==> config.mk <==
export PLATFORM = sky130hd
export DESIGN_NAME = ttl_gate_bank
export DESIGN_NICKNAME = d
export VERILOG_FILES = /design/src/rtl/ttl_gate_bank.sv
export SDC_FILE = /design/constraint.sdc
export NUM_CORES = 1
export LEC_CHECK = 0
export BUFFER_PORTS_ARGS = -buffer_cell sky130_fd_sc_hd__clkbuf_2
export CAP_MARGIN = 5
export CORE_MARGIN = 3
export CORE_UTILIZATION = 53
export CTS_CLUSTER_SIZE = 10
export DETAILED_ROUTE_END_ITERATION = 12
export PLACE_DENSITY_LB_ADDON = 0.05
export SLEW_MARGIN = 20
export SYNTH_ARGS = -nofsm -noshare
export SYNTH_HDL_FRONTEND = slang
export SYNTH_SLANG_ARGS = --single-unit
==> constraint.sdc <==
create_clock -name clk -period 3.65 [get_ports clk]
set_input_delay 0.5475 -clock clk [delete_from_list [all_inputs] [get_ports clk]]
set_output_delay 0.5475 -clock clk [all_outputs]
set_load 0.05 [all_outputs]
==> src/rtl/ttl_gate_bank.sv <==
// ttl_gate_bank: CHANNELS independent INPUTS-input logic gates sharing one run-time
// function select. Each gate output passes through a DELAY-stage pipe that emulates
// TTL propagation delay, then through an optional glitch filter, before reaching y.
// y_edge flags, one cycle late, every cycle in which y toggled.
module ttl_gate_bank #(
  parameter int                  CHANNELS = 4,
  parameter int                  INPUTS   = 2,
  parameter int                  DELAY    = 1,
  parameter int                  FILTER   = 0,
  parameter logic [CHANNELS-1:0] RESET_Y  = '0
) (
  input  logic                         clk,
  input  logic                         rst,
  input  logic [2:0]                   mode,
  input  logic [CHANNELS*INPUTS-1:0]   a,
  output logic [CHANNELS-1:0]          y,
  output logic [CHANNELS-1:0]          y_edge
);

  typedef enum logic [2:0] {
    MODE_NOR  = 3'd0,
    MODE_OR   = 3'd1,
    MODE_NAND = 3'd2,
    MODE_AND  = 3'd3,
    MODE_XOR  = 3'd4,
    MODE_XNOR = 3'd5,
    MODE_BUF  = 3'd6,
    MODE_INV  = 3'd7
  } gate_mode_e;

  // Out-of-range configurations stop elaboration instead of building a broken part.
  generate
    if (CHANNELS < 1 || CHANNELS > 32) begin : g_bad_channels
      $fatal(1, "ttl_gate_bank: CHANNELS must be 1..32");
    end
    if (INPUTS < 2 || INPUTS > 8) begin : g_bad_inputs
      $fatal(1, "ttl_gate_bank: INPUTS must be 2..8");
    end
    if (DELAY < 1 || DELAY > 8) begin : g_bad_delay
      $fatal(1, "ttl_gate_bank: DELAY must be 1..8");
    end
    if (FILTER < 0 || FILTER > 15) begin : g_bad_filter
      $fatal(1, "ttl_gate_bank: FILTER must be 0..15");
    end
  endgenerate

  // One gate evaluated on its own input slice; XOR/XNOR are odd/even parity,
  // BUF/INV look at input 0 only.
  function automatic logic gate_fn(input logic [2:0] sel, input logic [INPUTS-1:0] v);
    logic r;
    case (gate_mode_e'(sel))
      MODE_NOR:  r = ~(|v);
      MODE_OR:   r = |v;
      MODE_NAND: r = ~(&v);
      MODE_AND:  r = &v;
      MODE_XOR:  r = ^v;
      MODE_XNOR: r = ~(^v);
      MODE_BUF:  r = v[0];
      default:   r = ~v[0];
    endcase
    return r;
  endfunction

  logic [CHANNELS-1:0] g;
  logic [CHANNELS-1:0] pipe [DELAY];
  logic [CHANNELS-1:0] d;
  logic [CHANNELS-1:0] y_prev;

  // Combinational gate function for every channel.
  always_comb begin
    // NOTE: default assignment first so no path through this block leaves g unassigned
    // and infers a latch.
    g = '0;
    for (int c = 0; c < CHANNELS; c++) begin
      g[c] = gate_fn(mode, a[c*INPUTS +: INPUTS]);
    end
  end

  // Propagation-delay pipe: stage 0 captures g, later stages shift one per cycle.
  always_ff @(posedge clk) begin
    // NOTE: non-blocking assignments so every stage samples its neighbour's old value;
    // blocking here would collapse the pipe into a single stage.
    if (rst) begin
      // NOTE: the pipe is reset stage by stage on purpose: stale gate levels must not
      // drain out after reset, so this storage cannot be left uninitialised.
      for (int s = 0; s < DELAY; s++) begin
        pipe[s] <= RESET_Y;
      end
    end else begin
      pipe[0] <= g;
      for (int s = 1; s < DELAY; s++) begin
        pipe[s] <= pipe[s-1];
      end
    end
  end

  assign d = pipe[DELAY-1];

  generate
    if (FILTER == 0) begin : g_no_filter
      // Unfiltered output: y simply registers the delayed gate level.
      always_ff @(posedge clk) begin
        if (rst) y <= RESET_Y;
        else     y <= d;
      end
    end else begin : g_filter
      localparam logic [3:0] LAST = 4'(FILTER - 1);
      logic [3:0] cnt [CHANNELS];

      // Glitch filter: y takes a new level only after d has disagreed with y for
      // FILTER consecutive cycles; any return to agreement restarts the count.
      always_ff @(posedge clk) begin
        if (rst) begin
          y <= RESET_Y;
          for (int c = 0; c < CHANNELS; c++) begin
            cnt[c] <= '0;
          end
        end else begin
          for (int c = 0; c < CHANNELS; c++) begin
            if (d[c] == y[c]) begin
              cnt[c] <= '0;
            end else if (cnt[c] == LAST) begin
              y[c]   <= d[c];
              cnt[c] <= '0;
            end else begin
              cnt[c] <= cnt[c] + 4'd1;
            end
          end
        end
      end
    end
  endgenerate

  // Edge flag: registered compare of y against its previous value.
  always_ff @(posedge clk) begin
    if (rst) begin
      y_prev <= RESET_Y;
      y_edge <= '0;
    end else begin
      y_prev <= y;
      y_edge <= y ^ y_prev;
    end
  end

endmodule

======== Yosys cells after proc, flatten, opt, wreduce, memory -nomap -nowiden ========
Memories as Yosys holds them, arrays and structs flattened. A register that Yosys moved wholly into a read port is not among the register bits.
Cells that the tools add are included.
word-level totals
  memories kept ........................... 1
  bits in registers ....................... 8
  word-level logic and storage cells ...... 49
  RAM bits ................................ 4
operators by class
  bitwise gates (word level) .............. 17
  equality and inequality tests ........... 6
  muxes and demuxes ....................... 9
  reductions and logical operators ........ 14
memories
  name  words  bits a word  rd ports  clocked after memory_dff  write ports  line  source
  pipe  1      4            1         1                         1            65    logic [CHANNELS-1:0] pipe [DELAY];
operators by type and width
  cell                                                                   number
  1-bit case mux with 7 select lines                                     4
  1-bit NOT                                                              16
  3-bit equality test, second input constant                             3
  2-bit AND reduction                                                    4
  2-bit OR reduction                                                     4
  2-bit parity                                                           4
  3-bit by 2-bit equality test with 1-bit output, second input constant  2
  1-bit two-way mux                                                      4
  4-bit two-way mux                                                      1
  4-bit OR reduction                                                     1
  4-bit XOR                                                              1
  3-bit by 1-bit equality test with 1-bit output, second input constant  1
  3-bit zero test                                                        1

======== Depth between registers and ports, before layout ========
Gate-level depths: netlist of run 1.
  depth in word-level cells ............... 4
  gate-level depth with buffers ........... 6
  gate-level depth less buffers ........... 6

======== Worst setup path before layout of run 1 ========
Ideal clock, no wire load.
  path type ............................... input port to flip-flop
  start ................................... in a[0]
  end ..................................... mem pipe[0][0]
  arrival time ............................ 1.465 ns
  stages on the path ...................... 5
  slack ................................... 2.057 ns
  data required time ...................... 3.522 ns
  cells stage by stage .................... inv_1 > ha_1 > mux4_2 > xnor2_1 > nor2_1
between the ends
  longest elaborated chain between the ends .. 4
  elaborated cells between the ends (all ways) .. 9
  classes of those cells .................. mux (2); bitwise (4); reduce/logical (3)
RTL lines
  item                                        line        source
  start, declared                             15          input logic [CHANNELS*INPUTS-1:0] a,
  2-bit parity, or another cell as far along  56, 57
  1-bit NOT, on equally long branches         57, 52, 54
  1-bit case mux with 7 select lines (*)      51          case (gate_mode_e'(sel))
  4-bit two-way mux (no source line) (*)      -
  end, declared                               65
Every way passes the cells marked *; elsewhere a longest branch is shown, timed or not.

======== Worst setup path in the final report of run 1 ========
  start ................................... reg y[0] (read register of pipe)
  end ..................................... out y[0]
RTL lines
  item             line  source
  start, declared  16    output logic [CHANNELS-1:0] y,
No word-level cell between the ends.

==> impl_metrics.json, run 1 <==
{
  "path_class": "reg -> out",
  "finClkSkew_ps": 0.549,
  "cp-start-kind": "register",
  "port_buffers": 20,
  "nets": 117,
  "io_pins": 21,
  "crit_required_ps": 3100,
  "wirelength_mm": 1.05,
  "crit_family": "flip-flops",
  "p_leak_uw": 0.000444,
  "die-area_um2": 1930,
  "slowest_stage": "dfxtp_1",
  "placed_cells": 106,
  "syn_to_final_growth_pct": 17.7,
  "dr.pass1.iters": 2,
  "ys_types": 18,
  "syn-cell-area_um2": 763,
  "critical_path.cell_chain": "clkbuf_2",
  "cp.arrival_ps": 930,
  "drt-initial-drc-count": 1,
  "path_buf_inv": 1,
  "ctsLongestPathBuffers": 2,
  "netlist.top_cell.by_area": "dfxtp_1",
  "grt_max_degree": 17,
  "slew_viol_final": 0,
  "cts_resized": 0,
  "final_cell_mix": "20 x clkbuf_2, 16 x dfxtp_1, 11 x inv_1",
  "tritoncts": "yes",
  "ys.flop_type": "dfxtp_1",
  "drv_cap": 0,
  "antenna_left": 0,
  "holdBufCountCts": 0,
  "synth_top_cell_area_share": 0.420,
  "synth-seq-cells": 16,
  "fin_cells": 110,
  "die_w_um": 44.0,
  "first_global_vias": 474,
  "relSlewSlack": 0.797,
  "async_flop_share": 0,
  "min_period_ps": 1480,
  "rows": 13,
  "grt_usage": 0.122,
  "syn_area_per_cell_um2": 10.3,
  "hold_path_class": "reg -> reg",
  "die_y_um": 44.0,
  "cts_setup_buffers": 0,
  "drive_gt1_frac": 0.295,
  "setup-tns-final_ps": 0,
  "grt_pass1_wl_mm": 1.78,
  "antenna_found_initial": 0,
  "synth_area_leaders": "dfxtp_1 42%, ha_1 13%, mux4_2 8.9%",
  "cpPeakStageDelay_ps": 370,
  "hpwlAfterDp_um": 813,
  "core_region_area_um2": 1330,
  "hold_viol_final": 0,
  "finalCritPeriodShare": 0.404,
  "n_antenna_cell": 0,
  "wl_per_cell_um": 9.54,
  "routed_via_density": 4.79,
  "synth_edf_count": 0,
  "initial_core_util": 0.572,
  "grt_overflow_total": 0,
  "cts_made_buffers": 3,
  "yosysSeqAreaShare": 0.420,
  "cp-end-kind": "output port",
  "rsz0062_at_grt": "false",
  "powerDensity_nw_per_um2": 422,
  "power_uw": 379,
  "synth_nets": 95,
  "peakVddDrop_mv": 0.169,
  "htreeDepth": 1,
  "status": "complete, no violations",
  "finalSetupViolCount": 0,
  "drc": 0,
  "clockRootBuffer": "clkbuf_4",
  "vias": 527,
  "ys_warn_count": 0,
  "fmax_mhz": 678,
  "worst_pin_slew_ps": 304,
  "layout_commonest_cell": "clkbuf_2",
  "clk_pin_slew_ps": 90,
  "crit_path_max_fanout": 3,
  "gp_congestion": 0.646,
  "cts_sinks": 16,
  "synthesis.instances": 74,
  "clock_latency_ps": 270
}
[through the flow]
step | cell area, um^2 | setup WS [ps] | hold slack (ps) | utilization
2_1_floorplan | 763 | 2060 | 414 | -
3_3_place_gp | 862 | 1930 | 417 | 0.646
3_5_place_dp | 862 | 1890 | 426 | 0.646
4_1_cts | 898 | 2160 | 447 | 0.674
5_1_grt | 898 | 2120 | 455 | 0.674
6_report | 898 | 2170 | 444 | 0.674
[metal layers]
metal  global-route usage  up-vias  routed length (um)
met5                    0        -                   0
met4               0.0904        0                   9
met3               0.0124        2                  69
met2                0.206       16                 494
met1                0.141      232                 476
li1                     -      277                   -
[registers in the layout, summed over array words and instances, names as in the netlist]
register,count
pipe,4
y,4
y_edge,4
y_prev,4
[cell usage after synthesis (2+ instances only)]
master   number
mux2i_1       2
dfxtp_1      16
ha_1          8
mux4_2        3
inv_1        11
nor2_1        8
a21oi_1       2
xnor2_1       7
nor2b_1       8
[power by group]
group	internal [uW]	switching, uW	total [uW]
sequential	187	4.27	191
clock	60.6	51.3	112
combinational	31.6	44.9	76.5
total	279	100	379
[cell type report]
cell class / count / area (um^2)
Fill cell: 112 / 435
Multi-Input combinational cell: 44 / 382
Sequential cell: 16 / 320
Timing Repair Buffer: 20 / 100
Inverter: 11 / 41.3
Clock buffer: 4 / 36.3
Tap cell: 15 / 18.8
[final timing paths]
kind	to	start	slack (ps)	depth (start not counted)
worst max-delay path	y[0]	y[0]	2170	1
worst min-delay path	y[0]	pipe[0][0]	440	1
worst max register to register	y_edge[2]	y[2]	2990	2
worst min register to register	y[0]	pipe[0][0]	440	1
[worst register-to-register path: stages (launching register included)]
cell and delay [ps]:
dfxtp_1 360, xnor2_1 130, nor2_1 60
[cell families (layout without fill, tap and decap cells)]
| family | count (synthesis) | in the layout | share of synthesized area |
|---|---|---|---|
| AND/OR/NAND/NOR | 19 | 19 | 0.126 |
| adder cells (fa/ha/maj) | 8 | 8 | 0.131 |
| multiplexers | 5 | 5 | 0.115 |
| buffers and inverters | 14 | 35 | 0.0803 |
| AO/OA/AOI/OAI | 5 | 5 | 0.0475 |
| flip-flops | 16 | 16 | 0.420 |
| XOR/XNOR | 7 | 7 | 0.0803 |
No activity file was read; power rests on OpenSTA's default activity.
==> run 2, diff against run 1 <==
--- a/config.mk
+++ b/config.mk
@@ -8,7 +8,7 @@
 export BUFFER_PORTS_ARGS = -buffer_cell sky130_fd_sc_hd__clkbuf_2
 export CAP_MARGIN = 5
 export CORE_MARGIN = 3
-export CORE_UTILIZATION = 53
+export CORE_UTILIZATION = 44
 export CTS_CLUSTER_SIZE = 10
 export DETAILED_ROUTE_END_ITERATION = 12
 export PLACE_DENSITY_LB_ADDON = 0.05
==> constraint.sdc (replaced) <==
create_clock -name clk -period 1.2 [get_ports clk]
set_input_delay 0.18 -clock clk [delete_from_list [all_inputs] [get_ports clk]]
set_output_delay 0.18 -clock clk [all_outputs]
set_load 0.05 [all_outputs]
==> run 2 against run 1 <==
Compared with the run above:
- die area up 18%
- largest power group unchanged
- first-iteration DRC count up 100%
- worst setup slack worse by 2100 ps
- global-route usage down 0.70 points
==> impl_metrics.json, run 2 (same netlist as run 1, synthesis figures left out) <==
{
  "status": "complete, no violations",
  "die-area_um2": 2270,
  "crit_required_ps": 1020,
  "drt-initial-drc-count": 2,
  "top_layer_used": "met3",
  "initial_core_util": 0.484,
  "grt_usage": 0.115,
  "routed_via_density": 4.56,
  "fin_cells": 114,
  "wirelength_mm": 1.07,
  "swShare": 0.266,
  "critical_path.cell_chain": "clkbuf_2",
  "power_frac_seq": 0.496,
  "n_antenna_cell": 0,
  "holdBufCountCts": 0,
  "clockRootBuffer": "clkbuf_4",
  "port_buffers": 20,
  "cts_made_buffers": 3,
  "drc": 0,
  "antenna_found_initial": 0,
  "die_y_um": 47.7,
  "crit_path_max_fanout": 3,
  "design_area_um2": 967,
  "cp-end-kind": "output port",
  "grt_max_degree": 15,
  "die_w_um": 47.7,
  "hold_path_class": "in -> reg",
  "p_leak_uw": 0.000453,
  "finClkSkew_ps": 2.28,
  "powerDensity_nw_per_um2": 1210,
  "power.internal_uw": 861,
  "cp.arrival_ps": 940,
  "antenna_left": 0,
  "hpwlAfterDp_um": 858,
  "wl_met3_um": 62,
  "drive_gt1_frac": 0.408,
  "power_uw": 1170,
  "dpl_cell_area_um2": 931,
  "rsz0062_at_grt": "false",
  "cpPeakStageDelay_ps": 370,
  "p_switching_uw": 313,
  "vias": 520,
  "path_buf_inv": 1,
  "placed_cells": 110,
  "slowest_stage": "dfxtp_1",
  "cts_setup_buffers": 0,
  "reg2reg_slack_ps": 550,
  "fillCellCount": 140,
  "peakVddDrop_mv": 0.467,
  "final_cell_mix": "20 x clkbuf_2, 16 x dfxtp_1, 8 x nor2b_1, 8 x nor2_1, 7 x xnor2_1",
  "htreeDepth": 1,
  "syn_to_final_growth_pct": 26.7,
  "first_global_vias": 435,
  "relSlewSlack": 0.816,
  "finalSetupViolCount": 0,
  "dr.pass1.iters": 2,
  "core_region_area_um2": 1580,
  "nets": 120,
  "cts_resized": 0,
  "p_clk_frac": 0.287,
  "cts_sinks": 16,
  "crit_family": "flip-flops",
  "wl_met1_um": 523,
  "fmax_mhz": 896,
  "finalCritPeriodShare": 0.930,
  "drv_cap": 0,
  "path_class": "reg -> out",
  "multi_input_area_um2": 419,
  "grt_overflow_total": 0,
  "clock_latency_ps": 280,
  "setup-tns-final_ps": 0,
  "layout_commonest_cell": "clkbuf_2",
  "hold_viol_final": 0,
  "tritoncts": "yes",
  "ctsLongestPathBuffers": 2,
  "min_period_ps": 1120,
  "cp-start-kind": "register",
  "slew_viol_final": 0,
  "register_area_um2": 320,
  "io_pins": 21,
  "power_frac_comb": 0.217,
  "wl_per_cell_um": 9.41,
  "hold_ws_ps": 83.5,
  "clk_pin_slew_ps": 90,
  "gp_congestion": 0.637,
  "grt_pass1_wl_mm": 1.77,
  "worst_pin_slew_ps": 277,
  "rows": 14,
  "met2_length_um": 487
}
run 2: cell type report:
class / count / area share
Clock buffer: 4 / 0.0375
Timing Repair Buffer: 23 / 0.127
Sequential cell: 16 / 0.331
Tap cell: 16 / 0.0207
Multi-Input combinational cell: 44 / 0.433
Inverter: 11 / 0.0505
run 2: path summary, 6_finish.rpt:
check / cells past startpoint / endpoint / from
setup / recovery: 1 / y[1] / y[1]
hold / removal: 2 / pipe[0][1] / rst
setup reg to reg: 2 / y_edge[2] / y[2]
hold reg to reg: 1 / y[0] / pipe[0][0]
run 2: layer usage:
| metal | vias up | GRT usage |
|---|---|---|
| met5 | - | 0 |
| met4 | 0 | 0.0968 |
| met3 | 0 | 0.0226 |
| met2 | 15 | 0.187 |
| met1 | 221 | 0.129 |
| li1 | 284 | - |
run 2: power by group through the flow:
| stage | clock, uW | sequential, uW | combinational [uW] |
|---|---|---|---|
| 3_5_place_dp | 0 | 594 | 259 |
| 6_report | 337 | 582 | 255 |
| 2_1_floorplan | 0 | 655 | 127 |
| 3_3_place_gp | 0 | 594 | 251 |
| 4_1_cts | 360 | 582 | 259 |
| 5_1_grt | 386 | 587 | 281 |
run 2: stage by stage:
step | util | worst slack, ps
finish | 0.613 | 84.1
global route | 0.613 | 11.2
CTS | 0.613 | 62.2
detailed placement | 0.590 | -151
global placement | 0.590 | -128
floorplan | - | 20.5
